`src/rtl/instr_encoder.sv`:
```
// rtl/instr_encoder.sv - two-stage RV32 instruction word encoder with range check and error counter
module instr_encoder #(
    parameter int ERR_CNT_W = 8
) (
    input  logic                 clk,
    input  logic                 rst,
    input  logic                 in_valid,
    output logic                 in_ready,
    input  logic [2:0]           imm_sel,
    input  logic [6:0]           opcode,
    input  logic [4:0]           rd,
    input  logic [4:0]           rs1,
    input  logic [4:0]           rs2,
    input  logic [2:0]           funct3,
    input  logic [31:0]          imm,
    output logic                 out_valid,
    input  logic                 out_ready,
    output logic [31:0]          out_instr,
    output logic                 out_err,
    output logic [ERR_CNT_W-1:0] err_count
);

    localparam logic [31:0] NOP = 32'h0000_0013;

    logic        s1_valid;
    logic        s1_err;
    logic [2:0]  s1_sel;
    logic [6:0]  s1_opcode;
    logic [4:0]  s1_rd;
    logic [4:0]  s1_rs1;
    logic [4:0]  s1_rs2;
    logic [2:0]  s1_funct3;
    logic [31:0] s1_imm;

    logic        s2_adv;
    logic        accept;
    logic        in_range;
    logic [31:0] packed_word;
    logic signed [31:0] simm;

    assign s2_adv   = !out_valid || out_ready;
    assign in_ready = !rst && (!s1_valid || s2_adv);
    assign accept   = in_valid && in_ready;
    assign simm     = imm;

    // Range check runs on the raw request so S1 only stores a single error bit.
    always_comb begin
        in_range = 1'b0;
        case (imm_sel)
            3'd0, 3'd1: in_range = (simm >= -32'sd2048) && (simm <= 32'sd2047);
            3'd2:       in_range = !imm[0] && (simm >= -32'sd4096) && (simm <= 32'sd4094);
            3'd3:       in_range = (imm[11:0] == 12'd0);
            3'd4:       in_range = !imm[0] && (simm >= -32'sd1048576) && (simm <= 32'sd1048574);
            default:    in_range = 1'b0;
        endcase
    end

    always_comb begin
        packed_word = NOP;
        case (s1_sel)
            3'd0: packed_word = {s1_imm[11:0], s1_rs1, s1_funct3, s1_rd, s1_opcode};
            3'd1: packed_word = {s1_imm[11:5], s1_rs2, s1_rs1, s1_funct3, s1_imm[4:0], s1_opcode};
            3'd2: packed_word = {s1_imm[12], s1_imm[10:5], s1_rs2, s1_rs1, s1_funct3,
                                 s1_imm[4:1], s1_imm[11], s1_opcode};
            3'd3: packed_word = {s1_imm[31:12], s1_rd, s1_opcode};
            3'd4: packed_word = {s1_imm[20], s1_imm[10:1], s1_imm[11], s1_imm[19:12],
                                 s1_rd, s1_opcode};
            default: packed_word = NOP;
        endcase
        if (s1_err) begin
            packed_word = NOP;
        end
    end

    always_ff @(posedge clk) begin
        if (rst) begin
            s1_valid  <= 1'b0;
            out_valid <= 1'b0;
            out_instr <= 32'd0;
            out_err   <= 1'b0;
            err_count <= '0;
        end else begin
            if (out_valid && out_ready && out_err && (err_count != '1)) begin
                err_count <= err_count + 1'b1;
            end
            if (s2_adv) begin
                out_valid <= s1_valid;
                if (s1_valid) begin
                    out_instr <= packed_word;
                    out_err   <= s1_err;
                end
            end
            // in_ready already folds in "S1 empty or S1 moving on".
            if (in_ready) begin
                s1_valid <= in_valid;
            end
            if (accept) begin
                s1_err    <= !in_range;
                s1_sel    <= imm_sel;
                s1_opcode <= opcode;
                s1_rd     <= rd;
                s1_rs1    <= rs1;
                s1_rs2    <= rs2;
                s1_funct3 <= funct3;
                s1_imm    <= imm;
            end
        end
    end

endmodule

```
`config.mk`:
```
export PLATFORM = sky130hd
export DESIGN_NAME = instr_encoder
export DESIGN_NICKNAME = d
export VERILOG_FILES = /design/src/rtl/instr_encoder.sv
export SDC_FILE = /design/constraint.sdc
export NUM_CORES = 1
export LEC_CHECK = 0
export ABC_AREA = 1
export CAP_MARGIN = 10
export CORE_MARGIN = 4
export CORE_UTILIZATION = 53
export DETAILED_ROUTE_END_ITERATION = 6
export HOLD_SLACK_MARGIN = 0.05
export PLACE_DENSITY = 0.85
export SLEW_MARGIN = 20
export SYNTH_ARGS = -nofsm -noshare
export SYNTH_HDL_FRONTEND = slang
export SYNTH_SLANG_ARGS = --single-unit
```
`constraint.sdc`:
```
create_clock -name clk -period 6.26 [get_ports clk]
set_input_delay 1.252 -clock clk [delete_from_list [all_inputs] [get_ports clk]]
set_output_delay 1.252 -clock clk [all_outputs]
set_load 0.005 [all_outputs]
```
==> impl_metrics.py, run 1 <==
metrics = {
    "global_routing": {
        "grt_overflow_total": 0,
        "grt_pass1_vias": 3596,
        "grt_pass1_wl_um": 16500,
        "grt_max_degree": 62,
        "grt_usage_pct": 20.9,
        "antenna_found_initial": 0,
    },
    "synthesis": {
        "netlist-cell-type-count": 31,
        "synthArstFlopShare_pct": 0,
        "synthTopCellsByArea": "edfxtp_1 (41%), dfxtp_1 (19%), nand2_1 (13%), a21oi_1 (4.8%), nor2_1 (4.4%)",
        "netlist_top_cells_count": "nand2_1 (155), edfxtp_1 (61), nor2_1 (52)",
        "ys.flop_type": "edfxtp_1",
        "yosys_warnings": 0,
        "yosys.area.top_type_share_pct": 41.4,
        "synth_top_cell_by_area": "edfxtp_1",
        "synth_seq_cells": 104,
        "synth-edff-count": 61,
        "synth.most_common_cell": "nand2_1",
        "syn_area_per_cell_um2": 8.96,
        "syn-num-nets": 559,
        "yosysSeqAreaShare_pct": 60.9,
        "syn_area_mm2": 0.00442,
        "netlist_instances": 494,
    },
    "timing": {
        "tightest_slew_ns": 1.04,
        "clock_skew_ns": 0.0135,
        "rsz0062_at_grt": "no",
        "hold_violations": 0,
        "fmax_ghz": 0.240,
        "relSlewSlack_pct": 30.7,
        "finalWorstSetupSlack_ns": 2.10,
        "period_share_pct": 66.5,
        "finalSetupTns_ns": 0,
        "finalCriticalPeriod_ns": 4.16,
        "setup_viol": 0,
        "report.final.slew_viol_count": 0,
    },
    "setup_path": {
        "crit_fanout": 38,
        "regToRegSetupSlack_ns": 3.97,
        "required_ns": 5.01,
        "r2r-start": "out_valid$_SDFFE_PP0N_",
        "critical_path.startpoint_type": "input pin",
        "critPathArrivalTime_ns": 2.91,
        "critical_path_class": "in2out",
        "worst_r2r_path_depth": 5,
        "end_kind": "primary output",
        "r2r_end": "out_instr[15]$_SDFFE_PP0P_",
    },
    "cts": {
        "cts_tree": "done",
        "cts_root_buffer": "clkbuf_8",
        "cts-resized-gates": 0,
        "h-tree-depth": 3,
        "cts.sinks": 104,
        "cts_setup_buffers": 0,
        "numCtsBuffers": 9,
        "cts_hold_buf": 0,
        "clockBufferDepth": 2,
        "clkSlewWorstSetupHoldPaths_ns": 0.09,
        "clkLatencyLatePin_ns": 0.36,
    },
    "final_layout": {
        "nets": 664,
        "num_antenna_cells": 0,
        "final_area_mm2": 0.00572,
        "layout-drive-gt1-share_pct": 4.47,
        "syn_to_final_growth_pct": 29.3,
        "final_core_util_pct": 70.0,
    },
    "pwr": {
        "ir_worst_vdd_mv": 0.121,
        "p_per_area_mw_per_mm2": 217,
        "p_leak_uw": 0.00208,
    },
    "flow_run": {
        "maxCapViolCount": 0,
    },
    "floorplan": {
        "fp-row-count": 33,
        "pin_count": 107,
        "fp.coreArea_mm2": 0.00818,
        "start_util_pct": 54.1,
        "die_w_um": 99.4,
        "dieArea_mm2": 0.00987,
        "die_y_um": 99.4,
    },
    "placed_design": {
        "placed_cell_area_mm2": 0.00556,
        "port_buffers": 106,
        "place_hpwl_um": 7870,
        "gp_congestion": 0.894,
        "place_ws_ns": 2.10,
    },
    "routing": {
        "wire_per_inst_um": 14.6,
        "vias_per_cell": 5.36,
        "vias": 3801,
        "drt-pass1-iter-count": 5,
        "routed_wl_um": 10400,
        "ant_nets": 0,
        "drc_errors": 0,
        "drtIter0Drc": 202,
    },
    "hold_path": {
        "hold_depth": 2,
        "holdCritStartpoint": "out_instr[5]$_SDFFE_PP0P_",
        "min_path_type": "reg2reg",
        "min_delay_worst_endpoint": "out_instr[5]$_SDFFE_PP0P_",
    },
    "outcome": {
        "status": "finished clean",
    },
}
## power breakdown
part | switching [µW] | internal [µW] | total [µW]
logic | 65.4 | 61.3 | 127
clock network | 215 | 142 | 357
registers | 10.4 | 749 | 759
total | 291 | 952 | 1240
## worst max path at each step
stage / slack (ns) / to / cells after the start / startpoint
floorplan: 1.77 / s1_err$_DFFE_PP_ / 4 / out_ready
global placement: 2.11 / in_ready / 6 / rst
detailed placement: 2.10 / in_ready / 6 / rst
CTS: 2.09 / in_ready / 6 / rst
global route: 1.99 / in_ready / 6 / rst
finish: 2.10 / in_ready / 6 / rst
## layer usage
layer / GRT usage [%] / wire [µm]
met3: 3.65 / 689
met1: 25.7 / 4240
met5: 0 / 0
met2: 36.3 / 5220
met4: 8.51 / 224
## worst max-delay path, cell delays in order
cell	delay, ns
clkdlybuf4s50_1	0.46
buf_4	0.36
inv_1	0.18
nand2_1	0.17
inv_1	0.05
clkdlybuf4s50_1	0.43
## cells in the final DEF, fill, tap and decap left out, drive strengths merged
cell	n
a21oi	42
o21ai	32
nand2	158
or2	1
o211ai	3
a22oi	2
nor2	55
clkbuf	10
nand3	17
buf	2
ha	1
edfxtp	61
clkdlybuf4s50	106
clkinv	4
dfxtp	43
o21a	1
nand3b	1
clkinvlp	2
nor3b	1
nand4	5
inv	43
nor4	3
nor3	9
o2111ai	1
xnor2	1
## logic make-up (layout without fill, tap and decap cells)
kind of cell	count (synthesis)	after routing	share of synthesized area, %
simple gates	250	250	23.6
flops	104	104	60.9
compound gates	81	81	9.59
buf+inv	57	167	5.51
fa+ha+maj	1	1	0.283
xor+xnor	1	1	0.198
## sequential cells by signal, summed over array words and instances, names as in the netlist
register and cells:
s1_rs1 5, out_err 1, s1_err 1, out_valid 1, s1_funct3 3, s1_rs2 5, s1_opcode 7, err_count 8
s1_imm 32, s1_valid 1, out_instr 32, s1_sel 3, s1_rd 5
## area by class of cell
class                      count  area [µm²]
clock buffer                  10         128
clock inverter                 6        36.3
fill                         632        2450
inverter                      43         161
multi-input combinational    333        1500
sequential                   104        2690
tap                          105         131
timing repair buffer         108        1080
## stage by stage
stage | hold slack [ns] | total power (µW) | std cells
2_1_floorplan | 0.461 | 827 | 494
3_3_place_gp | 0.452 | 897 | 693
3_5_place_dp | 0.458 | 902 | 693
4_1_cts | 0.472 | 1250 | 709
5_1_grt | 0.493 | 1290 | 709
6_report | 0.471 | 1240 | 709
No activity file was read; power rests on OpenSTA's default activity.
==> inputs of run 2 (changes only) <==
CORE_UTILIZATION = 49   (was 53)
PLACE_DENSITY = 0.79   (was 0.85)
clock period = 4.3 ns   (was 6.26 ns; I/O delays follow)
==> impl_metrics.py, run 2 (synthesized netlist as in run 1, its figures left out) <==
metrics = {
    "pwr": {
        "p_leak_uw": 0.00209,
        "ir_worst_vdd_mv": 0.147,
        "p_per_area_mw_per_mm2": 317,
        "p_total_uw": 1820,
    },
    "final_layout": {
        "layout-drive-gt1-share_pct": 4.64,
        "final_common_cell": "nand2_1",
        "final_core_util_pct": 65.5,
        "nets": 664,
        "syn_to_final_growth_pct": 29.7,
        "num_antenna_cells": 0,
        "final_cell_mix": "nand2_1 (155), clkdlybuf4s50_1 (106), edfxtp_1 (61), nor2_1 (51), dfxtp_1 (43)",
        "top_regs": "out_instr x32, s1_imm x32, err_count x8",
    },
    "setup_path": {
        "end_kind": "primary output",
        "critical_path_class": "in2out",
        "critical_path.startpoint_type": "input pin",
        "crit_fanout": 3,
        "critPathArrivalTime_ns": 2.15,
        "required_ns": 3.44,
    },
    "cts": {
        "cts_root_buffer": "clkbuf_8",
        "cts-resized-gates": 0,
        "cts_setup_buffers": 0,
        "numCtsBuffers": 9,
        "clkSlewWorstSetupHoldPaths_ns": 0.09,
        "cts_tree": "done",
        "h-tree-depth": 3,
        "clkLatencyLatePin_ns": 0.36,
        "cts.sinks": 104,
        "cts_hold_buf": 0,
        "clockBufferDepth": 2,
    },
    "flow_run": {
        "maxCapViolCount": 0,
    },
    "routing": {
        "drtIter0Drc": 257,
        "drc_errors": 0,
        "vias": 3683,
        "vias_per_cell": 5.17,
        "wire_per_inst_um": 14.2,
        "routed_wl_um": 10100,
        "ant_nets": 0,
        "drt-pass1-iter-count": 5,
    },
    "timing": {
        "setup_viol": 0,
        "finalSetupTns_ns": 0,
        "clock_skew_ns": 0.0151,
        "hold_violations": 0,
        "relSlewSlack_pct": 33.4,
        "tightest_slew_ns": 0.996,
        "report.final.slew_viol_count": 0,
        "rsz0062_at_grt": "no",
        "fmax_ghz": 0.333,
        "period_share_pct": 69.9,
        "finalCriticalPeriod_ns": 3.01,
    },
    "floorplan": {
        "start_util_pct": 50.5,
        "die_w_um": 103,
        "pin_count": 107,
        "dieArea_mm2": 0.0106,
        "fp-row-count": 34,
        "die_y_um": 103,
        "fp.coreArea_mm2": 0.00876,
    },
    "placed_design": {
        "port_buffers": 106,
        "place_hpwl_um": 7790,
        "gp_congestion": 0.929,
    },
    "global_routing": {
        "grt_max_degree": 38,
        "grt_usage_pct": 19.6,
        "grt_pass1_wl_um": 16200,
        "grt_overflow_total": 0,
        "antenna_found_initial": 0,
        "grt_pass1_vias": 3489,
    },
    "hold_path": {
        "min_path_type": "reg2reg",
    },
    "outcome": {
        "status": "finished clean",
    },
}
run 2: cell count changes in the layout (fill, tap and decap cells not counted):
cell | before | now
clkinv_1 | 2 | 0
inv_4 | 0 | 2
buf_12 | 0 | 1
buf_4 | 2 | 1
clkbuf_1 | 1 | 2
clkinvlp_4 | 2 | 1
run 2: cell type report:
type | instances | area (µm²)
Fill cell | 730 | 3030
Sequential cell | 104 | 2690
Multi-Input combinational cell | 333 | 1500
Timing Repair Buffer | 108 | 1090
Inverter | 43 | 161
Tap cell | 108 | 135
Clock buffer | 11 | 131
Clock inverter | 5 | 33.8
run 2: routing by layer:
layer / vias up / GRT usage (%) / part of all wire [%]
li1: 1846 / - / -
met1: 1672 / 25.1 / 42
met2: 142 / 33.0 / 48
met3: 23 / 4.26 / 7.5
met4: 0 / 6.77 / 2.3
met5: - / 0 / 0
run 2: final timing paths:
check                       startpoint                         to  slack, ns  cells past startpoint
max                          out_ready                   in_ready       1.29                      6
min          out_instr[3]$_SDFFE_PP0P_  out_instr[3]$_SDFFE_PP0P_       0.47                      2
max reg2reg     out_valid$_SDFFE_PP0N_  out_instr[2]$_SDFFE_PP0P_       2.08                      5
min reg2reg  out_instr[3]$_SDFFE_PP0P_  out_instr[3]$_SDFFE_PP0P_       0.47                      2
run 2: where the power goes:
group / total, µW / internal, µW / switching, µW
registers: 1110 / 1090 / 15.1
clock network: 529 / 212 / 317
logic: 184 / 90.6 / 93.6
run 2: stage by stage:
step	area, µm²	setup slack, ns	hold WS, ns	std cells
floorplan	4420	0.205	0.461	494
global placement	5570	1.17	0.453	696
detailed placement	5570	1.04	0.458	696
CTS	5740	1.29	0.472	712
global route	5740	1.13	0.501	712
finish	5740	1.29	0.469	712
run 2: worst max-delay path, cell delays in order:
cell and delay [ns]:
clkdlybuf4s50_1 0.46, inv_1 0.07, nand3_1 0.10, nand2_1 0.11, inv_1 0.07, clkdlybuf4s50_1 0.49
==> inputs of run 3 (changes only) <==
clock period = 2.8 ns   (was 4.3 ns; I/O delays follow)
==> impl_metrics.py, run 3 (synthesized netlist as in run 1, its figures left out) <==
metrics = {
    "final_layout": {
        "nFillCells": 719,
        "syn_to_final_growth_pct": 30.7,
        "instances_no_fill": 716,
        "final_cell_mix": "nand2_1 (155), clkdlybuf4s50_1 (106), edfxtp_1 (61), nor2_1 (51), dfxtp_1 (43)",
        "top_regs": "out_instr x32, s1_imm x32, err_count x8",
        "multi_input_area_mm2": 0.00150,
        "nets": 668,
        "seq_area_mm2": 0.00269,
        "final_common_cell": "nand2_1",
        "layout-drive-gt1-share_pct": 5.10,
        "final_core_util_pct": 66.0,
        "num_antenna_cells": 0,
    },
    "timing": {
        "fmax_ghz": 0.417,
        "relSlewSlack_pct": 73.3,
        "report.final.slew_viol_count": 0,
        "rsz0062_at_grt": "no",
        "hold_violations": 0,
        "period_share_pct": 85.6,
        "setup_viol": 0,
        "finalCriticalPeriod_ns": 2.40,
        "tightest_slew_ns": 0.400,
        "finalSetupTns_ns": 0,
        "clock_skew_ns": 0.0102,
    },
    "routing": {
        "wire_per_inst_um": 14.1,
        "drc_errors": 0,
        "vias_per_cell": 5.17,
        "drtIter0Drc": 263,
        "routed_wl_um": 10100,
        "vias": 3704,
        "ant_nets": 0,
        "drt-pass1-iter-count": 5,
    },
    "placed_design": {
        "dp_cells": 700,
        "port_buffers": 106,
        "place_hpwl_um": 7780,
        "gp_congestion": 0.931,
    },
    "setup_path": {
        "cp_cell_sequence": "clkdlybuf4s50_1, inv_1, nand3_1, nand2_1, inv_1, clkdlybuf4s50_1",
        "critical_path.startpoint_type": "input pin",
        "crit_slowest_cell": "clkdlybuf4s50_1",
        "crit_fanout": 3,
        "critical_path_class": "in2out",
        "end_kind": "primary output",
        "critPathArrivalTime_ns": 1.84,
        "critPathMaxStageDelay_ns": 0.49,
        "required_ns": 2.24,
    },
    "global_routing": {
        "grt_usage_pct": 19.7,
        "grt_pass1_vias": 3551,
        "antenna_found_initial": 0,
        "grt_overflow_total": 0,
        "grt_pass1_wl_um": 16300,
        "grt_max_degree": 42,
    },
    "floorplan": {
        "start_util_pct": 50.5,
        "pin_count": 107,
        "die_w_um": 103,
        "die_y_um": 103,
        "fp-row-count": 34,
        "dieArea_mm2": 0.0106,
        "fp.coreArea_mm2": 0.00876,
    },
    "hold_path": {
        "min_path_type": "reg2reg",
    },
    "pwr": {
        "p_per_area_mw_per_mm2": 493,
        "ir_worst_vdd_mv": 0.328,
        "p_leak_uw": 0.00212,
    },
    "cts": {
        "clkLatencyLatePin_ns": 0.35,
        "cts_tree": "done",
        "clkSlewWorstSetupHoldPaths_ns": 0.08,
        "h-tree-depth": 3,
        "cts_setup_buffers": 0,
        "cts_hold_buf": 0,
        "clockBufferDepth": 2,
        "cts-resized-gates": 0,
        "numCtsBuffers": 9,
        "cts_root_buffer": "clkbuf_8",
        "cts.sinks": 104,
    },
    "flow_run": {
        "maxCapViolCount": 0,
    },
    "outcome": {
        "status": "finished clean",
    },
}
[run 3: cell count changes in the layout (fill, tap and decap cells not counted), sizes merged]
cell      previous run  this run
clkinv               2         3
clkbuf              11        12
bufinv               0         1
inv                 45        43
buf                  2         6
clkinvlp             1         0
[run 3: cell type report]
class | count | share of cell area, %
clock buffers | 12 | 2.34
clock inverters | 4 | 0.779
inverters | 43 | 2.79
multi-input cells | 333 | 25.9
flip-flops and latches | 104 | 46.6
well taps | 108 | 2.34
repair buffers | 112 | 19.3
[run 3: final timing paths]
kind                             startpoint                         end  slack (ns)  cells after the start
hold reg to reg   out_instr[7]$_SDFFE_PP0P_   out_instr[7]$_SDFFE_PP0P_        0.47                      2
setup reg to reg        s1_sel[2]$_DFFE_PP_  out_instr[11]$_SDFFE_PP0P_        1.04                      8
hold / removal    out_instr[7]$_SDFFE_PP0P_   out_instr[7]$_SDFFE_PP0P_        0.47                      2
setup / recovery                  out_ready                    in_ready        0.40                      6
[run 3: routing by layer]
metal | up-vias | share of wire, % | global-route usage (%)
met3 | 11 | 7.7 | 4.87
met2 | 148 | 50 | 33.4
met4 | 0 | 1.1 | 4.38
met5 | - | 0 | 0
met1 | 1686 | 42 | 25.5
li1 | 1859 | - | -
[run 3: stage by stage]
step                      setup slack (ns)  total power [µW]  cell area [µm²]  hold slack [ns]
after floorplan                     0.0294              1850             4430            0.461
after global placement               0.430              2010             5600            0.451
after detailed placement             0.399              2020             5600            0.455
after CTS                            0.391              2880             5780            0.469
after global routing                 0.339              2970             5780            0.493
final                                0.402              2850             5780            0.468
[run 3: critical path, delay by kind of cell]
kind | cells | cell delay [ns]
buf+inv | 4 | 1.07
simple gates | 2 | 0.21
[run 3: power by group]
group | internal [µW] | switching (µW)
combinational | 142 | 146
clock | 411 | 455
sequential | 1670 | 22.3
